[config.mk]
export PLATFORM = sky130hd
export DESIGN_NAME = joy_dir_filter
export DESIGN_NICKNAME = d
export VERILOG_FILES = /design/src/rtl/joy_dir_filter.sv
export SDC_FILE = /design/constraint.sdc
export NUM_CORES = 1
export LEC_CHECK = 0
export ABC_AREA = 1
export BUFFER_PORTS_ARGS = -buffer_cell sky130_fd_sc_hd__buf_2
export CAP_MARGIN = 20
export CELL_PAD_IN_SITES_DETAIL_PLACEMENT = 1
export CELL_PAD_IN_SITES_GLOBAL_PLACEMENT = 1
export CORE_MARGIN = 2
export CORE_UTILIZATION = 25
export DETAILED_ROUTE_END_ITERATION = 10
export PLACE_DENSITY_LB_ADDON = 0.1
export SLEW_MARGIN = 30
export SYNTH_ARGS = -nofsm -noshare
export SYNTH_HDL_FRONTEND = slang
export SYNTH_SLANG_ARGS = --single-unit
export TNS_END_PERCENT = 1
[constraint.sdc]
create_clock -name clk -period 2.01 [get_ports clk]
set_input_delay 0.201 -clock clk [delete_from_list [all_inputs] [get_ports clk]]
set_output_delay 0.201 -clock clk [all_outputs]
set_load 0.01 [all_outputs]
[src/rtl/joy_dir_filter.sv]
// Per-player joystick conditioning: SOCD cleaning, direction restriction
// (passthrough / 4-way last / 4-way first / 2-way) and per-button autofire.
module joy_dir_filter #(
    parameter int PLAYERS = 2,
    parameter int BTNS    = 4
) (
    input  logic                    clk,
    input  logic                    reset,
    input  logic                    ce,
    input  logic [2*PLAYERS-1:0]    mode,
    input  logic                    socd,
    input  logic [BTNS*PLAYERS-1:0] af_en,
    input  logic [3:0]              af_rate,
    input  logic [4*PLAYERS-1:0]    joy_in,
    input  logic [BTNS*PLAYERS-1:0] btn_in,
    output logic [4*PLAYERS-1:0]    joy_out,
    output logic [BTNS*PLAYERS-1:0] btn_out
);

    localparam logic [1:0] M_PASS  = 2'd0;
    localparam logic [1:0] M_LAST  = 2'd1;
    localparam logic [1:0] M_FIRST = 2'd2;
    localparam logic [1:0] M_HORIZ = 2'd3;

    logic [4*PLAYERS-1:0]    s1;
    logic [BTNS*PLAYERS-1:0] b1;
    logic [3:0]              rate_eff;

    always_ff @(posedge clk) begin
        if (reset) begin
            s1 <= '0;
            b1 <= '0;
        end else begin
            s1 <= joy_in;
            b1 <= btn_in;
        end
    end

    assign rate_eff = (af_rate == 4'd0) ? 4'd1 : af_rate;

    // Priority up > down > left > right when several edges arrive together.
    function automatic logic [3:0] pick(input logic [3:0] v);
        logic [3:0] r;
        r = 4'b0000;
        priority case (1'b1)
            v[3]:    r = 4'b1000;
            v[2]:    r = 4'b0100;
            v[1]:    r = 4'b0010;
            v[0]:    r = 4'b0001;
            default: r = 4'b0000;
        endcase
        return r;
    endfunction

    for (genvar p = 0; p < PLAYERS; p++) begin : g_player
        logic [1:0] m;
        logic [1:0] mode_q;
        logic [3:0] raw;
        logic [3:0] c;
        logic [3:0] cprev;
        logic [3:0] nw;
        logic [3:0] mask;
        logic [3:0] mn;
        logic [3:0] jo;

        assign m   = mode[2*p +: 2];
        assign raw = s1[4*p +: 4];
        assign nw  = c & ~cprev;

        always_comb begin
            c = raw;
            if (socd) begin
                if (raw[3] && raw[2]) c[3:2] = 2'b00;
                if (raw[1] && raw[0]) c[1:0] = 2'b00;
            end
            if (m == M_HORIZ) c = c & 4'b0011;
        end

        // Release is judged against the old mask so a held direction keeps it.
        always_comb begin
            mn = mask;
            if (m != mode_q || m == M_PASS) begin
                mn = 4'hF;
            end else if ((c & mask) == 4'h0) begin
                mn = 4'hF;
            end else if ((m == M_LAST || m == M_HORIZ) && nw != 4'h0) begin
                mn = pick(nw);
            end else if (m == M_FIRST && nw != 4'h0 && mask == 4'hF) begin
                mn = pick(nw);
            end
        end

        always_ff @(posedge clk) begin
            if (reset) begin
                cprev  <= 4'h0;
                mask   <= 4'hF;
                jo     <= 4'h0;
                mode_q <= m;
            end else begin
                cprev  <= c;
                mask   <= mn;
                jo     <= c & mn;
                mode_q <= m;
            end
        end

        assign joy_out[4*p +: 4] = jo;
    end

    for (genvar i = 0; i < BTNS*PLAYERS; i++) begin : g_btn
        logic       bprev;
        logic       phase;
        logic       phase_n;
        logic [3:0] cnt;
        logic [3:0] cnt_n;
        logic [4:0] inc;
        logic       o;
        logic       o_n;

        assign inc = {1'b0, cnt} + 5'd1;

        always_comb begin
            phase_n = phase;
            cnt_n   = cnt;
            if (!af_en[i] || !b1[i] || !bprev) begin
                phase_n = 1'b1;
                cnt_n   = 4'd0;
            end else if (ce) begin
                if (inc >= {1'b0, rate_eff}) begin
                    cnt_n   = 4'd0;
                    phase_n = ~phase;
                end else begin
                    cnt_n = inc[3:0];
                end
            end
            o_n = af_en[i] ? (b1[i] & phase_n) : b1[i];
        end

        always_ff @(posedge clk) begin
            if (reset) begin
                bprev <= 1'b0;
                phase <= 1'b1;
                cnt   <= 4'd0;
                o     <= 1'b0;
            end else begin
                bprev <= b1[i];
                phase <= phase_n;
                cnt   <= cnt_n;
                o     <= o_n;
            end
        end

        assign btn_out[i] = o;
    end

endmodule

==> results of run 1 <==
-- layout by cell type, fill, tap and decap left out, drive strengths merged, types with 5 or more instances in the layout --
master,n
nor3,8
clkbuf,11
dfxtp,100
inv,134
buf,68
ha,25
o21a,14
nand4,18
o21ai,12
a21boi,12
a21oi,26
xor2,5
nand3,51
nor2,120
nand2,178
-- layer usage --
metal,vias up,wire length [um]
li1,2378,-
met1,2074,6200
met2,44,5890
met3,14,322
met4,0,222
met5,-,0
-- power breakdown --
| part | internal [mW] | switching [mW] | leakage [nW] |
|---|---|---|---|
| logic | 0.151 | 0.255 | 2.06 |
| registers | 2.03 | 0.0189 | 0.818 |
| clock network | 0.925 | 0.840 | 0.148 |
-- flip-flops by register name, indices dropped and copies added, names as in the netlist --
name	count
s1	8
g_player.jo	8
g_btn.bprev	8
b1	8
g_player.mode_q	4
g_btn.cnt	32
g_player.cprev	8
g_btn.o	8
g_btn.phase	8
g_player.mask	8
-- tightest hold or removal path, stage by stage --
cell	delay, ns
buf_2	0.07
inv_1	0.03
nor2_1	0.06
-- worst min-delay path by stage --
stage / start / endpoint / slack [ns] / cells past startpoint
after floorplan: mode[0] / g_player[0].mode_q[0]$_DFF_P_ / 0.23 / 0
after global placement: mode[3] / g_player[1].mode_q[1]$_DFF_P_ / 0.37 / 1
after global routing: joy_in[5] / s1[5]$_SDFF_PP0_ / 0.05 / 3
final: btn_in[0] / b1[0]$_SDFF_PP0_ / 0.04 / 3
after detailed placement: mode[1] / g_player[0].mode_q[1]$_DFF_P_ / 0.37 / 1
after CTS: btn_in[1] / b1[1]$_SDFF_PP0_ / 0.03 / 3
-- metrics by stage --
step | cell area [um2] | utilization [%] | setup slack (ns)
6_report | 6010 | 30.0 | 0.182
3_3_place_gp | 5660 | 28.2 | 0.130
3_5_place_dp | 5660 | 28.2 | 0.0544
4_1_cts | 5990 | 29.9 | 0.0874
5_1_grt | 6010 | 30.0 | 0.00139
2_1_floorplan | 5060 | - | 0.131
-- cell families after synthesis --
| family | after synthesis |
|---|---|
| AND/OR/NAND/NOR | 379 |
| XOR/XNOR | 6 |
| AO/OA/AOI/OAI | 67 |
| buffers and inverters | 154 |
| multiplexers | 1 |
| flip-flops | 100 |
| adder cells (fa/ha/maj) | 25 |
-- final cells by class --
type | instances | area share [%]
Timing Repair Buffer | 72 | 7.25
Clock inverter | 5 | 0.708
Tap cell | 270 | 5.63
Multi-Input combinational cell | 478 | 40.5
Inverter | 133 | 8.35
Clock buffer | 11 | 4.21
Sequential cell | 100 | 33.4
-- repair_timing --
item,CTS,global route
setup endpoints to repair,0,8
hold buffers,4,0
endpoints found under the hold margin,4,0
gates resized for setup,0,5
==> results.md, run 1 <==
* Die W at approximately 150 um
* Mux contribution to synthesized area at less than 1%
* Met3 Use GR at under 10%
* Footprint of the multi-input gates at 2430 um2
* # fillers at 2539
* GRT Total Usage at 12.4%
* M1 GR Usage at ~15%
* Setup TNS at 0 ns
* Synth Instances at 732
* CTS tree: done
* Synth top area cells: dfxtp_1 (40%), nand2_1 (13%), inv_1 (9.6%)
* DR WL/cell at 11.8 um
* Synth Area in Adders at between 6 and 7%
* Top-count cell post-synth: nand2_1
* First-pass GRT wire length at approximately 22000 um
* Maximum root-to-sink buffer count at 2
* Core area at between 20000 and 25000 um2
* Worst setup path end: g_btn[0].phase$_SDFF_PP1_
* FF+latch count, synth at 100
* Worst hold slack at approximately 0.042 ns
* Hold Violations, Final at 0
* Post-synth EDFFs at 0
* Clock Skews at 0.00847 ns
* Die ar. at 21400 um2
* Synth Cell Area at 5060 um2
* Die span in y at ~150 um
* RSZ-0062 raised after global routing: no
* Distinct cells, synth at 34
* Peak Freq at approximately 0.55 GHz
* Tcrit/Tclk final at between 90% and 100%
* Worst r2r src: g_btn[0].cnt[1]$_SDFFE_PP0P_
* WP data required at between 2 and 2.5 ns
* Total gr overflow at 0
* Main synth FF type: dfxtp_1
* Core Rows at 52
* Post-synth ARST share at 0%
* Kind of critical path: reg -> reg
* Crit path max-delay family: simple AND/OR/NAND/NOR gates
* Static leakage at roughly 3 nW
* DP HPWL at about 9500 um
* Worst EP arrival at ~2.1 ns
* Largest family of logic cells by synthesized area: simple AND/OR/NAND/NOR gates
* XOR/XNOR Fraction of Synth Area at about 1.0%
* Crit-path max FO at 4
* Layout cells sized above 1 at 14.3%
* DP Cell Count at approximately 1000
* Synth Area in Simple Gates at 31.5%
* Synth-to-layout area growth at 18.8%
* CTS Buf Count at 9
* Vias in the first global route at about 4700
* I/O Pins at 52
* Reg area at around 2000 um2
* CP Depth at 11
* Post-layout nets at 855
* Max stage delay on crit path at around 0.34 ns
* Area fraction of the dominant cell type after synthesis at between 30% and 40%
* GR peak layer: met2
* Post-route ant nets at 0
* Detailed Route Iter0 Violations at 72
* Pins Over Slew Limit at 0
* Cell mode on critical path: nand2_1
* PortBufs at between 50 and 60
* R2R Path End: g_btn[0].phase$_SDFF_PP1_
* H-tree depth at 3
* Minimum clock period at between 1.5 and 2 ns
* Initial antenna violation count at 0
* CP bufs+invs at 0
* Setup violators final at 0
* Final WL at about 13000 um
* Syn nets at roughly 800
* Critical Path Start Type: flop
* Initial Utilization at 25.2%
* CTS sink count at 100
* Commonest cells in the netlist: nand2_1 (173), inv_1 (129), nor2_1 (117)
* Outcome: finished, final reports clean
* Worst path slowest cell: dfxtp_2
* Worst path cell trace: ha_2, xor2_2, ha_1, a21oi_1, o21ai_0, nand2_1, nand3_1, nand3_1, nand2_1, nor2_1, nand2_1
* Drt first pass iters at 4
* Peak supply drop at 376 uV
* Critical Path Start: g_btn[0].cnt[1]$_SDFFE_PP0P_
* Yosys Warn Count at 0
* Clk Latency, worst-skew pair at around 0.36 ns
* Tot Pwr at 4.22 mW
* Via density at 4.22
* Slew margin rel. at 69.1%
* Compound-Gate Fraction of Synth Area at between 8 and 9%
* Ant. Diodes at 0
* GRT met2 Usage at between 20% and 30%
* Root buffer cell: clkbuf_16
* Via count at roughly 4500
* Max-Cap Viols at 0
* Hold crit path type: in -> reg
* Biggest area consumer among synthesized cells: dfxtp_1
* R2r setup slk at roughly 0.18 ns
* Placer congestion estimate at about 0.76
* Worst setup EP type: flop
* Syn avg cell area at roughly 7 um2
* Post-CTS setup buffer count at 0
* Clock transition at path regs at about 0.07 ns
* Non-filler instance count after layout at between 1000 and 1500
* Worst-margin pin slew at approximately 0.46 ns
* Post-route DRC at 0
* Largest net degree at the start of global routing at 20
* Register area share after synthesis at just under 40%
* Register-to-Register Path Depth at 11
* PD cells at approximately 700 nW/um2
Note: power is estimated with default switching activity, not from simulation.
==> inputs of run 2 (changes only) <==
--- a/config.mk
+++ b/config.mk
@@ -13,6 +13,7 @@
 export CORE_MARGIN = 2
 export CORE_UTILIZATION = 25
 export DETAILED_ROUTE_END_ITERATION = 10
+export GPL_TIMING_DRIVEN = 0
 export PLACE_DENSITY_LB_ADDON = 0.1
 export SLEW_MARGIN = 30
 export SYNTH_ARGS = -nofsm -noshare
==> run 2 against run 1 <==
  * Final cell count decreased by 0.37%
  * Via count is 0.64% higher
  * Combinational power rose by 1%
  * Largest cell class unchanged
  * Highest routed layer unchanged
  * Clock skew is 0.0024 ns lower
  * Global-route usage grew 1.3 points
  * Count of clock-buffer cells in the layout fell by 1
  * Critical endpoint is now g_btn[0].cnt[2]$_SDFFE_PP0P_
  * Largest power group unchanged
==> results.md, run 2 (synthesized netlist as in run 1, its figures left out) <==
* Outcome: finished, final reports clean
* Post-CTS setup buffer count at 0 (unchanged)
* CTS tree: done
* CTS Buf Count at 9 (unchanged)
* Core area at 20000 um2 (unchanged)
* DR WL/cell at 13.1 um (+11%)
* DP HPWL at 10500 um (+11%)
* Hold buffer count at CTS at 0 (-4)
* Initial antenna violation count at 0 (unchanged)
* Peak supply drop at 455 uV (+21%)
* Die span in y at 146 um (unchanged)
* Worst hold slack at 0.0192 ns (-0.0232 ns)
* Worst r2r src: g_btn[0].cnt[0]$_SDFFE_PP0P_
* Via density at 4.26 (+1.0%)
* Met2 wire length at 7000 um (+19%)
* Post-route ant nets at 0 (unchanged)
* PD cells at 696 nW/um2 (-1.0%)
* Post-route DRC at 0 (unchanged)
* Hold Startpoint: mode[2]
* Largest register FFs at 32 (unchanged)
* Critical Path Start: g_btn[0].cnt[0]$_SDFFE_PP0P_
* Synth-to-layout area growth at 17.8%
* Drt first pass iters at 4 (unchanged)
* Post-layout nets at 851 (-0.47%)
* Pins Over Slew Limit at 0 (unchanged)
* Commonest cells after routing, fill and taps aside: nand2_1 (173), inv_1 (128), nor2_1 (114), dfxtp_1 (91), buf_2 (52)
* Slew margin rel. at 46.6% (-23 points)
* I/O Pins at 52 (unchanged)
* Hold crit path type: in -> reg
* Crit-path max FO at 5 (+1)
* Static leakage at 2.99 nW (-1.2%)
* GRT Total Usage at 13.7% (+1.3 points)
* Met1 wire length at 6330 um (+2.2%)
* Critical Path Start Type: flop
* Peak Freq at 0.544 GHz (-0.51%)
* Vias in the first global route at 4878 (+4.4%)
* Final WL at 14000 um (+11%)
* Total gr overflow at 0 (unchanged)
* Worst EP arrival at 2.06 ns (-0.02 ns)
* Core Rows at 52 (unchanged)
* Initial Utilization at 25.2% (unchanged)
* DP Cell Count at 1049 (unchanged)
* Tcrit/Tclk final at 91.4% (+0.47 points)
* First-pass GRT wire length at 23400 um (+7.8%)
* Setup TNS at 0 ns (unchanged)
* Dpl cell area at 5630 um2 (-0.46%)
* Most common cell after layout, fill and taps aside: nand2_1
* Detailed Route Iter0 Violations at 110 (+53%)
* Clk Latency, worst-skew pair at 0.35 ns (about the same)
* Kind of critical path: reg -> reg
* Design area at 5960 um2 (-0.77%)
* H-tree depth at 3 (unchanged)
* Layout cells sized above 1 at 15.2% (+0.95 points)
* Clock Skews at 0.00611 ns (-0.00237 ns)
* Minimum clock period at 1.84 ns (+0.00937 ns)
* Die W at 146 um (unchanged)
* Setup violators final at 0 (unchanged)
* Clock transition at path regs at 0.07 ns (about the same)
* Non-filler instance count after layout at 1065 (-0.37%)
* WP data required at 2.23 ns (-0.03 ns)
* Hold Violations, Final at 0 (unchanged)
* Largest net degree at the start of global routing at 18 (-10%)
* RSZ-0062 raised after global routing: yes
* Maximum root-to-sink buffer count at 2 (unchanged)
* Worst-margin pin slew at 0.801 ns (+0.338 ns)
* Placer congestion estimate at 0.796 (+5.2%)
* Largest register by flop count: g_btn.cnt
* Ant. Diodes at 0 (unchanged)
* Max-Cap Viols at 0 (unchanged)
* Root buffer cell: clkbuf_16
* Die ar. at 21400 um2 (unchanged)
* CTS sink count at 100 (unchanged)
* Routed wl met3 at 334 um (+3.7%)
* Worst setup EP type: flop
* PortBufs at 47 (-7.8%)
* Via count at 4539 (+0.64%)
* Highest Signal Layer: met4
## run 2: path summary, 6_finish.rpt
path	slack (ns)	cells after the start	endpoint
worst max register to register	0.17	8	g_btn[0].cnt[2]$_SDFFE_PP0P_
worst max-delay path	0.17	8	g_btn[0].cnt[2]$_SDFFE_PP0P_
worst min-delay path	0.02	1	g_player[1].mode_q[0]$_DFF_P_
worst min register to register	0.43	2	g_btn[0].bprev$_SDFF_PP0_
## run 2: routing by layer
metal	GRT usage [%]	vias up
met5	0	-
met3	2.31	18
met2	25.3	55
li1	-	2370
met1	16.1	2096
met4	4.76	0
## run 2: worst max-delay path, stage by stage (launching register included)
cell and delay (ns):
dfxtp_4 0.37, ha_2 0.20, xor2_2 0.15, ha_1 0.30, nand2_1 0.05, o21ai_0 0.14, nand2_1 0.10, a31oi_1 0.30
nor3_1 0.10
## run 2: timing repair
action / 4_1_cts / 5_1_grt
cloned: 0 / 0
resized for setup: 2 / 18
pin swaps: 0 / 1
endpoints found under the setup margin: 45 / 32
endpoints found under the hold margin: 0 / 0
## run 2: report_power, final
group,total (mW),switching [mW],internal [mW],leakage [nW]
Clock,1.69,0.828,0.858,0.136
Combinational,0.411,0.265,0.145,2.03
Sequential,2.05,0.0205,2.03,0.822
## run 2: through the flow
stage	util, %	power, mW	setup slack (ns)
floorplan	-	2.36	0.131
global placement	28.1	2.51	-0.518
detailed placement	28.1	2.52	-0.588
CTS	29.5	4.24	0.0131
global route	29.7	4.38	-0.00526
finish	29.7	4.15	0.173
## run 2: area by class of cell
cell class              count  area [um2]
fillers                  2553       14100
multi-input cells         478        2450
flip-flops and latches    100        2020
inverters                 133         508
well taps                 270         338
repair buffers             47         235
clock buffers              10         229
plain buffers              21         134
clock inverters             6        48.8
==> inputs of run 3 (changes only) <==
--- a/config.mk
+++ b/config.mk
@@ -5,7 +5,6 @@
 export SDC_FILE = /design/constraint.sdc
 export NUM_CORES = 1
 export LEC_CHECK = 0
-export ABC_AREA = 1
 export BUFFER_PORTS_ARGS = -buffer_cell sky130_fd_sc_hd__buf_2
 export CAP_MARGIN = 20
 export CELL_PAD_IN_SITES_DETAIL_PLACEMENT = 1
==> run 3 against run 2 <==
  * The flow now finishes with violations (negative setup slack)
  * Final cell count fell by 5.2%
  * Area after synthesis rose by 7.6%
  * Via count grew 11%
  * Wire length up 24%
  * Register-to-register slack worse by 0.23 ns
  * Clock power grew 9%
  * Worst hold slack better by 0.015 ns
  * Setup slack lost 0.27 ns
  * Count of clock-buffer cells in the layout shrank 1
  * Cell area is 20% higher
  * Global-route usage grew 2.2 points
  * Largest cell class unchanged
==> results.md, run 3 <==
* Outcome: finished with violations
* Violated checks: negative setup slack
* Detailed Route Iter0 Violations at 107 (-2.7%)
* Core Rows at 53 (+1.9%)
* Tot Pwr at 4.40 mW (+6.2%)
* Post-route ant nets at 0 (unchanged)
* Placer congestion estimate at 0.756 (-5.0%)
* Slew margin rel. at 48.6% (+2.0 points)
* DP HPWL at 12000 um (+13%)
* Critical Path Start: af_rate[3]
* Worst EP arrival at 2.36 ns (+0.30 ns)
* CTS Buf Count at 9 (unchanged)
* Setup TNS at -0.406 ns (-0.406 ns)
* Largest register by flop count: g_btn.cnt
* Clk Latency, worst-skew pair at 0.36 ns (about the same)
* Total gr overflow at 0 (unchanged)
* Tcrit/Tclk final at 105% (+13 points)
* Worst r2r src: g_btn[6].cnt[1]$_SDFFE_PP0P_
* Synth Instances at 642 (-12%)
* Register-to-Register Path Depth at 8 (unchanged)
* Post-synth ARST share at 0% (unchanged)
* Die span in y at 152 um (+3.6%)
* Mux contribution to synthesized area at 2.07% (+1.9 points)
* First-pass GRT wire length at 28000 um (+20%)
* Ant. Diodes at 0 (unchanged)
* Largest register FFs at 32 (unchanged)
* Setup violators final at 15 (+15)
* Worst setup EP type: flop
* Layout cells sized above 1 at 26.9% (+12 points)
* Commonest cells after routing, fill and taps aside: dfxtp_1 (84), nand2_1 (73), buf_2 (46), nand3_1 (35), nor2b_1 (34)
* Maximum root-to-sink buffer count at 2 (unchanged)
* Final WL at 17300 um (+24%)
* Hold Violations, Final at 0 (unchanged)
* R2R Path End: g_btn[6].phase$_SDFF_PP1_
* Biggest area consumer among synthesized cells: dfxtp_1
* Syn nets at 703 (-11%)
* Initial antenna violation count at 0 (unchanged)
* Critical Path Start Type: primary input
* Max-Cap Viols at 0 (unchanged)
* PortBufs at 48 (+2.1%)
* Synth Area in Adders at 7.03% (+0.85 points)
* Synth Cell Area at 5440 um2 (+7.6%)
* CTS tree: done
* DP Cell Count at 965 (-8.0%)
* Distinct cells, synth at 58 (+71%)
* Via density at 5.01 (+18%)
* R2r setup slk at -0.06 ns (-0.23 ns)
* Post-synth EDFFs at 0 (unchanged)
* XOR/XNOR Fraction of Synth Area at 3.54% (+2.5 points)
* Core area at 21200 um2 (+5.9%)
* Area fraction of the dominant cell type after synthesis at 36.8% (-2.8 points)
* Hold crit path type: in -> reg
* Most common cell after layout, fill and taps aside: dfxtp_1
* Crit-path max FO at 3 (-2)
* Static leakage at 2.63 nW (-12%)
* Pins Over Slew Limit at 0 (unchanged)
* Kind of critical path: in -> reg
* Vias in the first global route at 5279 (+8.2%)
* Root buffer cell: clkbuf_16
* Register area share after synthesis at 36.8% (-2.8 points)
* Die ar. at 23000 um2 (+7.4%)
* Syn avg cell area at 8.48 um2 (+23%)
* Yosys Warn Count at 0 (unchanged)
* Synth top area cells: dfxtp_1 (37%), ha_1 (5.7%), nand2_1 (5.0%)
* Commonest cells in the netlist: dfxtp_1 (100), nand2_1 (73), nor3_1 (36)
* DR WL/cell at 17.2 um (+31%)
* Final core utilization at 33.8% (+4.1 points)
* Post-route DRC at 0 (unchanged)
* Compound-Gate Fraction of Synth Area at 18.5% (+9.6 points)
* Footprint of the multi-input gates at 3670 um2 (+50%)
* I/O Pins at 52 (unchanged)
* Non-filler instance count after layout at 1010 (-5.2%)
* Clock Skews at 0.00846 ns (+0.00235 ns)
* Peak supply drop at 439 uV (-3.6%)
* Worst-margin pin slew at 0.771 ns (-0.0301 ns)
* Worst setup path end: g_btn[1].phase$_SDFF_PP1_
* Via count at 5058 (+11%)
* Clock transition at path regs at 0.08 ns (about the same)
* Die W at 152 um (+3.6%)
* H-tree depth at 3 (unchanged)
* Synth-to-layout area growth at 31.9%
* Initial Utilization at 25.7% (+0.42 points)
* GRT Total Usage at 15.9% (+2.2 points)
* Main synth FF type: dfxtp_1
* FF+latch count, synth at 100 (unchanged)
* CTS sink count at 100 (unchanged)
* Post-layout nets at 791 (-7.1%)
* Largest family of logic cells by synthesized area: simple AND/OR/NAND/NOR gates
* Peak Freq at 0.475 GHz (-13%)
* Drt first pass iters at 4 (unchanged)
* Synth Area in Simple Gates at 27.7% (-3.8 points)
* Largest net degree at the start of global routing at 19 (+1)
* PD cells at 613 nW/um2 (-12%)
* # fillers at 2489 (-2.5%)
* RSZ-0062 raised after global routing: yes
* Reg area at 2040 um2 (+1.4%)
* Top-count cell post-synth: dfxtp_1
* Minimum clock period at 2.10 ns (+0.266 ns)
* Setup ws final at -0.0932 ns (-0.266 ns)
* WP data required at 2.27 ns (+0.04 ns)
run 3: area by class of cell:
| cell class | count | share of cell area [%] |
|---|---|---|
| Inverter | 8 | 0.418 |
| Multi-Input combinational cell | 495 | 51.1 |
| Sequential cell | 100 | 28.5 |
| Buffer | 38 | 3.26 |
| Tap cell | 275 | 4.79 |
| Clock buffer | 9 | 3.14 |
| Clock inverter | 7 | 1.15 |
| Timing Repair Buffer | 78 | 7.72 |
run 3: logic make-up after synthesis:
group,count (synthesis)
xor+xnor,22
fa+ha+maj,32
simple gates,292
compound gates,138
flops,100
buf+inv,47
mux,11
run 3: worst min-delay path by stage:
stage	endpoint	start	cells past startpoint	slack, ns
finish	g_player[0].mode_q[0]$_DFF_P_	mode[0]	1	0.03
global route	g_player[0].mode_q[0]$_DFF_P_	mode[0]	1	0.02
CTS	g_player[0].mode_q[0]$_DFF_P_	mode[0]	1	0.02
detailed placement	g_player[0].mode_q[1]$_DFF_P_	mode[1]	1	0.37
global placement	g_player[0].mode_q[1]$_DFF_P_	mode[1]	1	0.36
floorplan	g_player[0].mode_q[0]$_DFF_P_	mode[0]	0	0.23
run 3: through the flow:
stage	instance area (um2)	hold slack, ns	setup slack [ns]
after detailed placement	6070	0.368	-0.957
after CTS	7000	0.0163	-0.0735
final	7180	0.0340	-0.0932
after global routing	7180	0.0183	-0.160
after global placement	6070	0.363	-0.898
after floorplan	5490	0.229	-0.252
run 3: timing repair:
action                                  CTS  global route
buffers inserted                         22             5
resized for setup                        79            26
endpoints found under the setup margin   48            52
pin swaps                                35            35
hold buffers                              3             0
endpoints found under the hold margin     3             0
run 3: routing by layer:
layer  track usage (%)  part of all wire [%]  vias up
met4              3.24                   1.0        0
met1              20.1                    47     2484
met3              3.53                   3.1       12
li1                  -                     -     2499
met2              27.9                    49       63
met5                 0                     0        -
run 3: worst max-delay path: stages:
cell,delay (ns)
buf_8,0.08
clkbuf_16,0.12
nor3_4,0.03
or2_4,0.27
buf_12,0.14
buf_6,0.11
ha_4,0.24
nand2b_4,0.11
a21oi_2,0.05
maj3_2,0.32
a22o_4,0.24
or3_1,0.30
and3_1,0.15
run 3: power breakdown:
group | switching, mW | total (mW) | leakage (nW) | internal, mW
combinational | 0.284 | 0.509 | 1.65 | 0.225
clock | 0.860 | 1.85 | 0.150 | 0.989
sequential | 0.0267 | 2.04 | 0.828 | 2.02
total | 1.17 | 4.40 | 2.63 | 3.23
